==> src/rtl/even_div_ctrl.sv <==
// -----------------------------------------------------------------------------
// even_div_ctrl
//
// Runtime-programmable even clock divider with a glitch-free controller.
// clk_out = clk_in / (2*N), where N is a half-period in clk_in cycles.
// The first high phase after IDLE is exactly N cycles. Stopping always
// finishes the current period. Ratio changes take effect only at a period
// boundary, which is the cycle in which clk_out goes 0->1.
//
// Parameters:
//   CNT_W     width of the half-period config and the phase counter
//             (legal N = 1 .. 2^CNT_W-1)
//   RST_HALF  half-period in force after reset
//
// Ports:
//   clk_in     in   system clock; all logic runs on its rising edge
//   rst        in   asynchronous active-low reset
//   en         in   level: 1 = run, 0 = stop at the next period boundary
//   cfg_valid  in   a new half-period is offered on cfg_half
//   cfg_half   in   requested N; 0 is illegal
//   cfg_ready  out  the controller can accept a config
//   cfg_err    out  one-cycle pulse: an illegal config (N=0) was dropped
//   clk_out    out  divided clock, registered
//   tick       out  one-cycle pulse in the cycle clk_out goes 0->1
//   busy       out  1 whenever the controller is not IDLE
//   prd_cnt    out  [15:0] tick counter; present only when
//                   EVEN_DIV_CTRL_PRD_CNT_EN is defined
//
// Optional feature macro: EVEN_DIV_CTRL_PRD_CNT_EN
//
// Config handshake: a transfer happens in a cycle where cfg_valid and
// cfg_ready are both 1 at the rising edge. cfg_ready is 1 exactly when no
// config is pending. cfg_valid may be held or dropped freely; nothing is
// taken unless cfg_ready is 1.
// -----------------------------------------------------------------------------
module even_div_ctrl #(
    parameter int CNT_W    = 8,
    parameter int RST_HALF = 1
) (
    input  logic             clk_in,
    input  logic             rst,
    input  logic             en,
    input  logic             cfg_valid,
    input  logic [CNT_W-1:0] cfg_half,
    output logic             cfg_ready,
    output logic             cfg_err,
    output logic             clk_out,
    output logic             tick,
    output logic             busy
`ifdef EVEN_DIV_CTRL_PRD_CNT_EN
    ,
    output logic [15:0]      prd_cnt
`endif
);

    typedef enum logic [1:0] {
        IDLE = 2'd0,
        RUN  = 2'd1,
        STOP = 2'd2
    } state_t;

    localparam logic [CNT_W-1:0] ONE        = CNT_W'(1);
    localparam logic [CNT_W-1:0] RST_HALF_V = CNT_W'(RST_HALF);

    state_t           state;
    logic [CNT_W-1:0] cnt;
    logic [CNT_W-1:0] active_half;
    logic [CNT_W-1:0] pend_half;
    logic             pending;

    logic cfg_fire;
    logic phase_end;

    assign cfg_ready = !pending;
    assign busy      = (state != IDLE);
    assign cfg_fire  = cfg_valid && !pending;
    // Only the active half-period sets the phase length; a pending value
    // never shortens or stretches the phase in progress.
    assign phase_end = (cnt == (active_half - ONE));

    always_ff @(posedge clk_in or negedge rst) begin
        if (!rst) begin
            state       <= IDLE;
            cnt         <= '0;
            clk_out     <= 1'b0;
            tick        <= 1'b0;
            cfg_err     <= 1'b0;
            active_half <= RST_HALF_V;
            pend_half   <= '0;
            pending     <= 1'b0;
`ifdef EVEN_DIV_CTRL_PRD_CNT_EN
            prd_cnt     <= '0;
`endif
        end else begin
            tick    <= 1'b0;
            cfg_err <= 1'b0;

            case (state)
                IDLE: begin
                    cnt     <= '0;
                    clk_out <= 1'b0;
                    // A config that became pending on the STOP->IDLE edge
                    // lands here, so IDLE never sits on a pending value.
                    if (pending) begin
                        active_half <= pend_half;
                        pending     <= 1'b0;
                    end
                    if (en) begin
                        state   <= RUN;
                        clk_out <= 1'b1;
                        tick    <= 1'b1;
`ifdef EVEN_DIV_CTRL_PRD_CNT_EN
                        prd_cnt <= prd_cnt + 16'd1;
`endif
                    end
                end

                RUN, STOP: begin
                    if (phase_end) begin
                        cnt <= '0;
                        if (clk_out) begin
                            clk_out <= 1'b0;
                        end else begin
                            // Period boundary: the new ratio must already
                            // govern the high phase that starts here.
                            if (pending) begin
                                active_half <= pend_half;
                                pending     <= 1'b0;
                            end
                            if (state == RUN) begin
                                clk_out <= 1'b1;
                                tick    <= 1'b1;
`ifdef EVEN_DIV_CTRL_PRD_CNT_EN
                                prd_cnt <= prd_cnt + 16'd1;
`endif
                            end else begin
                                // Suppress the rising edge: last period done.
                                state <= IDLE;
`ifdef EVEN_DIV_CTRL_PRD_CNT_EN
                                prd_cnt <= '0;
`endif
                            end
                        end
                    end else begin
                        cnt <= cnt + ONE;
                    end
                    // en is ignored once STOP has begun.
                    if (state == RUN && !en) begin
                        state <= STOP;
                    end
                end

                default: begin
                    state   <= IDLE;
                    cnt     <= '0;
                    clk_out <= 1'b0;
                end
            endcase

            // A transfer needs pending==0, so it never collides with the
            // pending-apply paths above.
            if (cfg_fire) begin
                if (cfg_half == '0) begin
                    cfg_err <= 1'b1;
                end else if (state == IDLE) begin
                    active_half <= cfg_half;
                end else begin
                    pend_half <= cfg_half;
                    pending   <= 1'b1;
                end
            end
        end
    end

endmodule

==> config.mk <==
export PLATFORM = sky130hd
export DESIGN_NAME = even_div_ctrl
export DESIGN_NICKNAME = d
export VERILOG_FILES = /design/src/rtl/even_div_ctrl.sv
export SDC_FILE = /design/constraint.sdc
export NUM_CORES = 1
export LEC_CHECK = 0
export ABC_AREA = 1
export BUFFER_PORTS_ARGS = -buffer_cell sky130_fd_sc_hd__buf_4
export CORE_ASPECT_RATIO = 1.25
export CORE_MARGIN = 2
export CORE_UTILIZATION = 40
export DETAILED_ROUTE_END_ITERATION = 16
export SYNTH_ARGS = -nofsm -noshare
export SYNTH_HDL_FRONTEND = slang
export SYNTH_SLANG_ARGS = --single-unit
==> constraint.sdc <==
create_clock -name clk_in -period 2.67 [get_ports clk_in]
set_input_delay 0.4005 -clock clk_in [delete_from_list [all_inputs] [get_ports clk_in]]
set_output_delay 0.4005 -clock clk_in [all_outputs]
set_load 0.01 [all_outputs]
==> flow_metrics.tcl, run 1 <==
set metrics [dict create \
    grt_pass1_wl_um 8270 \
    antenna_found_initial 0 \
    grt_pass1_vias 1711 \
    drc 0 \
    post-place-ws_ns 0.407 \
    diodes 0 \
    ff_latch_area_um2 752 \
    slew_viol_final 0 \
    numCtsBuffers 5 \
    wl_um 4840 \
    arrival_ns 2.43 \
    cp_slowest_stage_delay_ns 0.54 \
    power.density_nw_per_um2 1150 \
    core-area_um2 5080 \
    post_dp_cell_area_um2 2270 \
    avgSynthCellArea_um2 7.30 \
    postCtsSetupBuffers 0 \
    cts_tree "done" \
    drt_pass1_iterations 4 \
    ys_seq_area_share_pct 35.8 \
    stdcell_area_um2 2370 \
    first_iter_violations 61 \
    clock-skew-final_ns 0.00736 \
    clock_path_buffers 2 \
    clk_latency_ns 0.29 \
    multiInputGateArea_um2 1190 \
    rrSetupSlack_ns 0.41 \
    drive_gt1_share_pct 21.6 \
    ctsResizeCount 0 \
    die_w_um 68.9 \
    crit_type "reg -> reg" \
    drv_cap 0 \
    worstSetupStartpointType "flip-flop" \
    grt_usage_pct 19.0 \
    hold_path_class "in -> async" \
    p_leak_nw 1.17 \
    crit_fanout 11 \
    start_util_pct 41.4 \
    setup_slack_ns 0.414 \
    rr_startpoint "active_half[0]$_DFF_PN1_" \
    end_kind "flip-flop" \
    vias 1844 \
    maxSlewHeadroom_pct 66.0 \
    crit_slowest_cell "dfstp_2" \
    final_cell_mix "nand2_1 (74), inv_1 (33), dfrtp_1 (29)" \
    status "complete, no violations" \
    grt_setup_unrepaired "false" \
    final_nets 323 \
    final.period_utilization_pct 84.5 \
    port_buffers 16 \
    fp.dieH_um 85.1 \
    rows 29 \
    postCtsHoldBufs 0 \
    max_freq_ghz 0.443 \
    critPathTopFamily "simple AND/OR/NAND/NOR gates" \
    setup_viol 0 \
    cts_sinks 30 \
    mappedNetlistArea_um2 2100 \
    grt_overflow 0 \
    tightest_slew_ns 0.509 \
    worstRegToRegCells 16 \
    gp_congestion 0.913 \
    crit_buf_inv 2 \
    crit_chain "inv_2 > ha_1 > inv_1 > nand2_1 > nand2_1 > nand2_1 > nand2_1 > nand4_1 > nor2_4 > nand3_2 > nand2_2 > nand2_2 > o21bai_4 > nand2_2 > nand2_1 > nand2_1" \
    ctsRootBufferMaster "clkbuf_8" \
    worstReg2RegEnd "state[0]$_DFFE_PN0P_" \
    layout_commonest_cell "nand2_1" \
    syn_to_final_growth_pct 12.5 \
    cts_htree_levels 2 \
    max-vdd-ir-drop_mv 0.658 \
    grt_max_degree 31 \
    synth_seq_cells 30 \
    crit_required_ns 2.85 \
    syn_inst 288 \
    synth_fp_nets 306 \
    dieArea_um2 5860 \
    yosysUniqueCellTypes 30 \
    cts.clk_slew.worst_paths_ns 0.07 \
    finalHoldViolations 0 \
    final.setup.tns_ns 0 \
    period_needed_ns 2.26 \
    ios 17 \
    ys_warn_count 0 \
    vias_per_cell 5.01 \
    detail_route.wl_per_cell_um 13.1 \
    fillerInstances 535 \
    path_common_cell "nand2_1" \
    cp_num_cells 16 \
    dpl.hpwl_um 3630 \
    antenna_left 0 \
]
[worst register-to-register path: stages (launching register included)]
cell,delay [ns]
dfstp_2,0.54
inv_2,0.07
ha_1,0.27
inv_1,0.07
nand2_1,0.06
nand2_1,0.06
nand2_1,0.05
nand2_1,0.07
nand4_1,0.13
nor2_4,0.17
nand3_2,0.09
nand2_2,0.18
nand2_2,0.10
o21bai_4,0.13
nand2_2,0.06
nand2_1,0.05
nand2_1,0.05
[state kept, by name, indices dropped and copies added, names as in the netlist]
register	cells
active_half	8
cnt	8
clk_out	1
state	2
pend_half	8
cfg_err	1
pending	1
tick	1
[cells in the mapped netlist]
master    number  share of area (%)
or2_2         10                3.0
nand3b_1       1               0.36
o21ai_0       22                5.2
nand4_1        6                1.8
nor2_2         3               0.89
mux2_2         8                4.3
mux2i_1        1               0.48
dfstp_2        1                1.2
buf_4          1               0.36
xor2_1         4                1.7
inv_1         33                5.9
nand2_2        4                1.2
xnor2_1        2               0.83
buf_2          3               0.71
nand3_1       18                4.3
clkbuf_1       2               0.36
ha_1           6                3.6
nand4_4        1                1.0
nand3_2        2               0.95
a21oi_1       12                2.9
a21oi_2        7                2.9
nor2_1        28                5.0
nor3_1         2               0.48
o21bai_4       1               0.89
nor4_1         2               0.59
inv_2          3               0.54
nor2_4         1               0.54
nand2_1       74                 13
dfrtp_1       29                 35
o21ai_2        1               0.42
[cell families after synthesis]
family | after synthesis | share of synthesized area [%]
simple gates | 152 | 33.3
compound gates | 43 | 12.3
buf+inv | 42 | 7.85
flops | 30 | 35.8
mux | 9 | 4.76
xor+xnor | 6 | 2.50
fa+ha+maj | 6 | 3.57
[per-stage QoR]
stage / util (%) / hold slack, ns / power (mW) / instances
after floorplan: - / 0.105 / 2.02 / 288
after global placement: 44.7 / 0.375 / 2.32 / 360
after detailed placement: 44.7 / 0.362 / 2.34 / 360
after CTS: 46.6 / 0.0609 / 2.73 / 368
after global routing: 46.6 / 0.0664 / 3.00 / 368
final: 46.6 / 0.0395 / 2.71 / 368
[worst max path at each step]
| stage | startpoint | to | slack (ns) |
|---|---|---|---|
| 3_5_place_dp | active_half[0]$_DFF_PN1_ | state[0]$_DFFE_PN0P_ | 0.41 |
| 4_1_cts | active_half[0]$_DFF_PN1_ | state[0]$_DFFE_PN0P_ | 0.40 |
| 6_report | active_half[0]$_DFF_PN1_ | state[0]$_DFFE_PN0P_ | 0.41 |
| 5_1_grt | active_half[0]$_DFF_PN1_ | state[1]$_DFFE_PN0P_ | 0.17 |
| 2_1_floorplan | active_half[0]$_DFF_PN1_ | state[0]$_DFFE_PN0P_ | 0.71 |
| 3_3_place_gp | active_half[0]$_DFF_PN1_ | state[1]$_DFFE_PN0P_ | 0.45 |
[power by group]
group	switching, mW	total [mW]	leakage, nW	internal, mW
clock network	0.178	0.384	0.0472	0.207
logic	0.928	1.53	0.748	0.602
registers	0.159	0.795	0.375	0.637
[final cells by class]
type | count | area share [%]
Multi-Input combinational cell | 216 | 50.1
Clock buffer | 6 | 3.49
Sequential cell | 30 | 31.8
Timing Repair Buffer | 16 | 5.08
Tap cell | 62 | 3.28
Clock inverter | 2 | 0.529
Inverter | 36 | 5.71
[routing by layer]
metal	global-route usage, %	vias up	wire, um
met4	7.66	0	113
li1	-	962	-
met5	0	-	0
met2	30.8	30	2410
met3	3.98	9	131
met1	24.3	843	2190
No activity file was read; power rests on OpenSTA's default activity.
==> run 2, diff against run 1 <==
Clock period 2.67 ns to 2.4 ns, I/O delays scaled along.
==> flow_metrics.tcl, run 2 (same netlist as run 1, synthesis figures left out) <==
set metrics [dict create \
    status "finished with violations" \
    violations "hold timing" \
    drv_cap 0 \
    cts_htree_levels 2 \
    final.setup.tns_ns 0 \
    ff_latch_area_um2 752 \
    grt_usage_pct 18.3 \
    grt_setup_unrepaired "false" \
    layout_commonest_cell "nand2_1" \
    dieArea_um2 5860 \
    gp_congestion 0.865 \
    setup_viol 0 \
    fp.dieH_um 85.1 \
    post_dp_cell_area_um2 2290 \
    crit_required_ns 2.57 \
    end_kind "flip-flop" \
    clk_latency_ns 0.29 \
    worstRegToRegCells 16 \
    instances_no_fill 370 \
    final_nets 325 \
    place_inst 362 \
    p_leak_nw 1.18 \
    stdcell_area_um2 2380 \
    max-vdd-ir-drop_mv 0.676 \
    grt_pass1_wl_um 8160 \
    port_buffers 16 \
    reg_top3 "active_half x8, cnt x8, pend_half x8" \
    final_util_pct 46.8 \
    antenna_found_initial 0 \
    grt_pass1_vias 1836 \
    cts.clk_slew.worst_paths_ns 0.07 \
    ios 17 \
    drt_pass1_iterations 4 \
    postCtsSetupBuffers 0 \
    total_power_mw 3.06 \
    worstSetupStartpointType "flip-flop" \
    drc 0 \
    hold_path_class "in -> async" \
    finalHoldViolations 7 \
    multiInputGateArea_um2 1190 \
    power.density_nw_per_um2 1290 \
    crit_fanout 8 \
    vias 1865 \
    core-area_um2 5080 \
    numCtsBuffers 5 \
    tightest_slew_ns 0.513 \
    antenna_left 0 \
    syn_to_final_growth_pct 13.0 \
    cts_tree "done" \
    final_cell_mix "nand2_1 (74), inv_1 (33), dfrtp_1 (29)" \
    first_iter_violations 112 \
    detail_route.wl_per_cell_um 13.0 \
    grt_overflow 0 \
    slew_viol_final 0 \
    grt_max_degree 31 \
    fillerInstances 519 \
    maxSlewHeadroom_pct 65.7 \
    period_needed_ns 2.21 \
    rows 29 \
    arrival_ns 2.38 \
    clock_path_buffers 2 \
    ctsRootBufferMaster "clkbuf_8" \
    die_w_um 68.9 \
    clock-skew-final_ns 0.0126 \
    cts_sinks 30 \
    postCtsHoldBufs 0 \
    dpl.hpwl_um 3610 \
    hold_slack_ns -0.00666 \
    vias_per_cell 5.04 \
    max_freq_ghz 0.453 \
    diodes 0 \
    drive_gt1_share_pct 21.8 \
    wl_um 4800 \
    final.period_utilization_pct 92.0 \
    start_util_pct 41.4 \
    ctsResizeCount 0 \
    crit_type "reg -> reg" \
]
[run 2: final timing paths]
check	startpoint	endpoint	slack, ns
max	active_half[0]$_DFF_PN1_	state[1]$_DFFE_PN0P_	0.19
min	rst	cnt[3]$_DFF_PN0_	-0.007
max reg2reg	active_half[0]$_DFF_PN1_	state[1]$_DFFE_PN0P_	0.19
min reg2reg	pend_half[4]$_DFFE_PN0P_	pend_half[4]$_DFFE_PN0P_	0.50
max in group asynchronous	rst	active_half[0]$_DFF_PN1_	2.08
min in group clk_in	cfg_valid	cfg_err$_DFF_PN0_	0.33
[run 2: area by class of cell]
type,count,area share (%)
clock buffer,7,3.63
tap,62,3.26
timing repair buffer,18,5.68
clock inverter,1,0.211
sequential,30,31.6
inverter,36,5.68
multi-input combinational,216,49.9
[run 2: per-stage QoR]
stage	setup WS, ns	hold WS (ns)
global route	0.00933	0.0312
finish	0.191	-0.00666
global placement	0.250	0.326
CTS	0.180	0.0161
detailed placement	0.203	0.325
floorplan	0.444	0.0644
[run 2: routing by layer]
| metal | GRT usage, % | vias to the layer above | part of all wire (%) |
|---|---|---|---|
| met1 | 23.3 | 855 | 46 |
| met2 | 29.7 | 37 | 48 |
| met3 | 2.92 | 12 | 3.2 |
| met5 | 0 | - | 0 |
| li1 | - | 961 | - |
| met4 | 8.56 | 0 | 2.5 |
[run 2: power breakdown]
group          switching (mW)  total, mW  leakage, nW  internal [mW]
Combinational            1.05       1.75        0.757          0.696
Sequential              0.175      0.883        0.375          0.708
Clock                   0.196      0.427       0.0482          0.231
Total                    1.42       3.06         1.18           1.64
[run 2: critical path: stages, from the launching register on]
cell,delay (ns)
dfstp_2,0.55
inv_2,0.07
ha_1,0.29
inv_1,0.08
nand2_1,0.06
nand2_1,0.05
nand2_1,0.04
nand2_1,0.08
nand4_1,0.14
nor2_4,0.17
nand3_2,0.10
nand2_2,0.08
nand2_2,0.07
o21bai_4,0.12
nand2_2,0.06
nand2_1,0.06
nand2_1,0.05
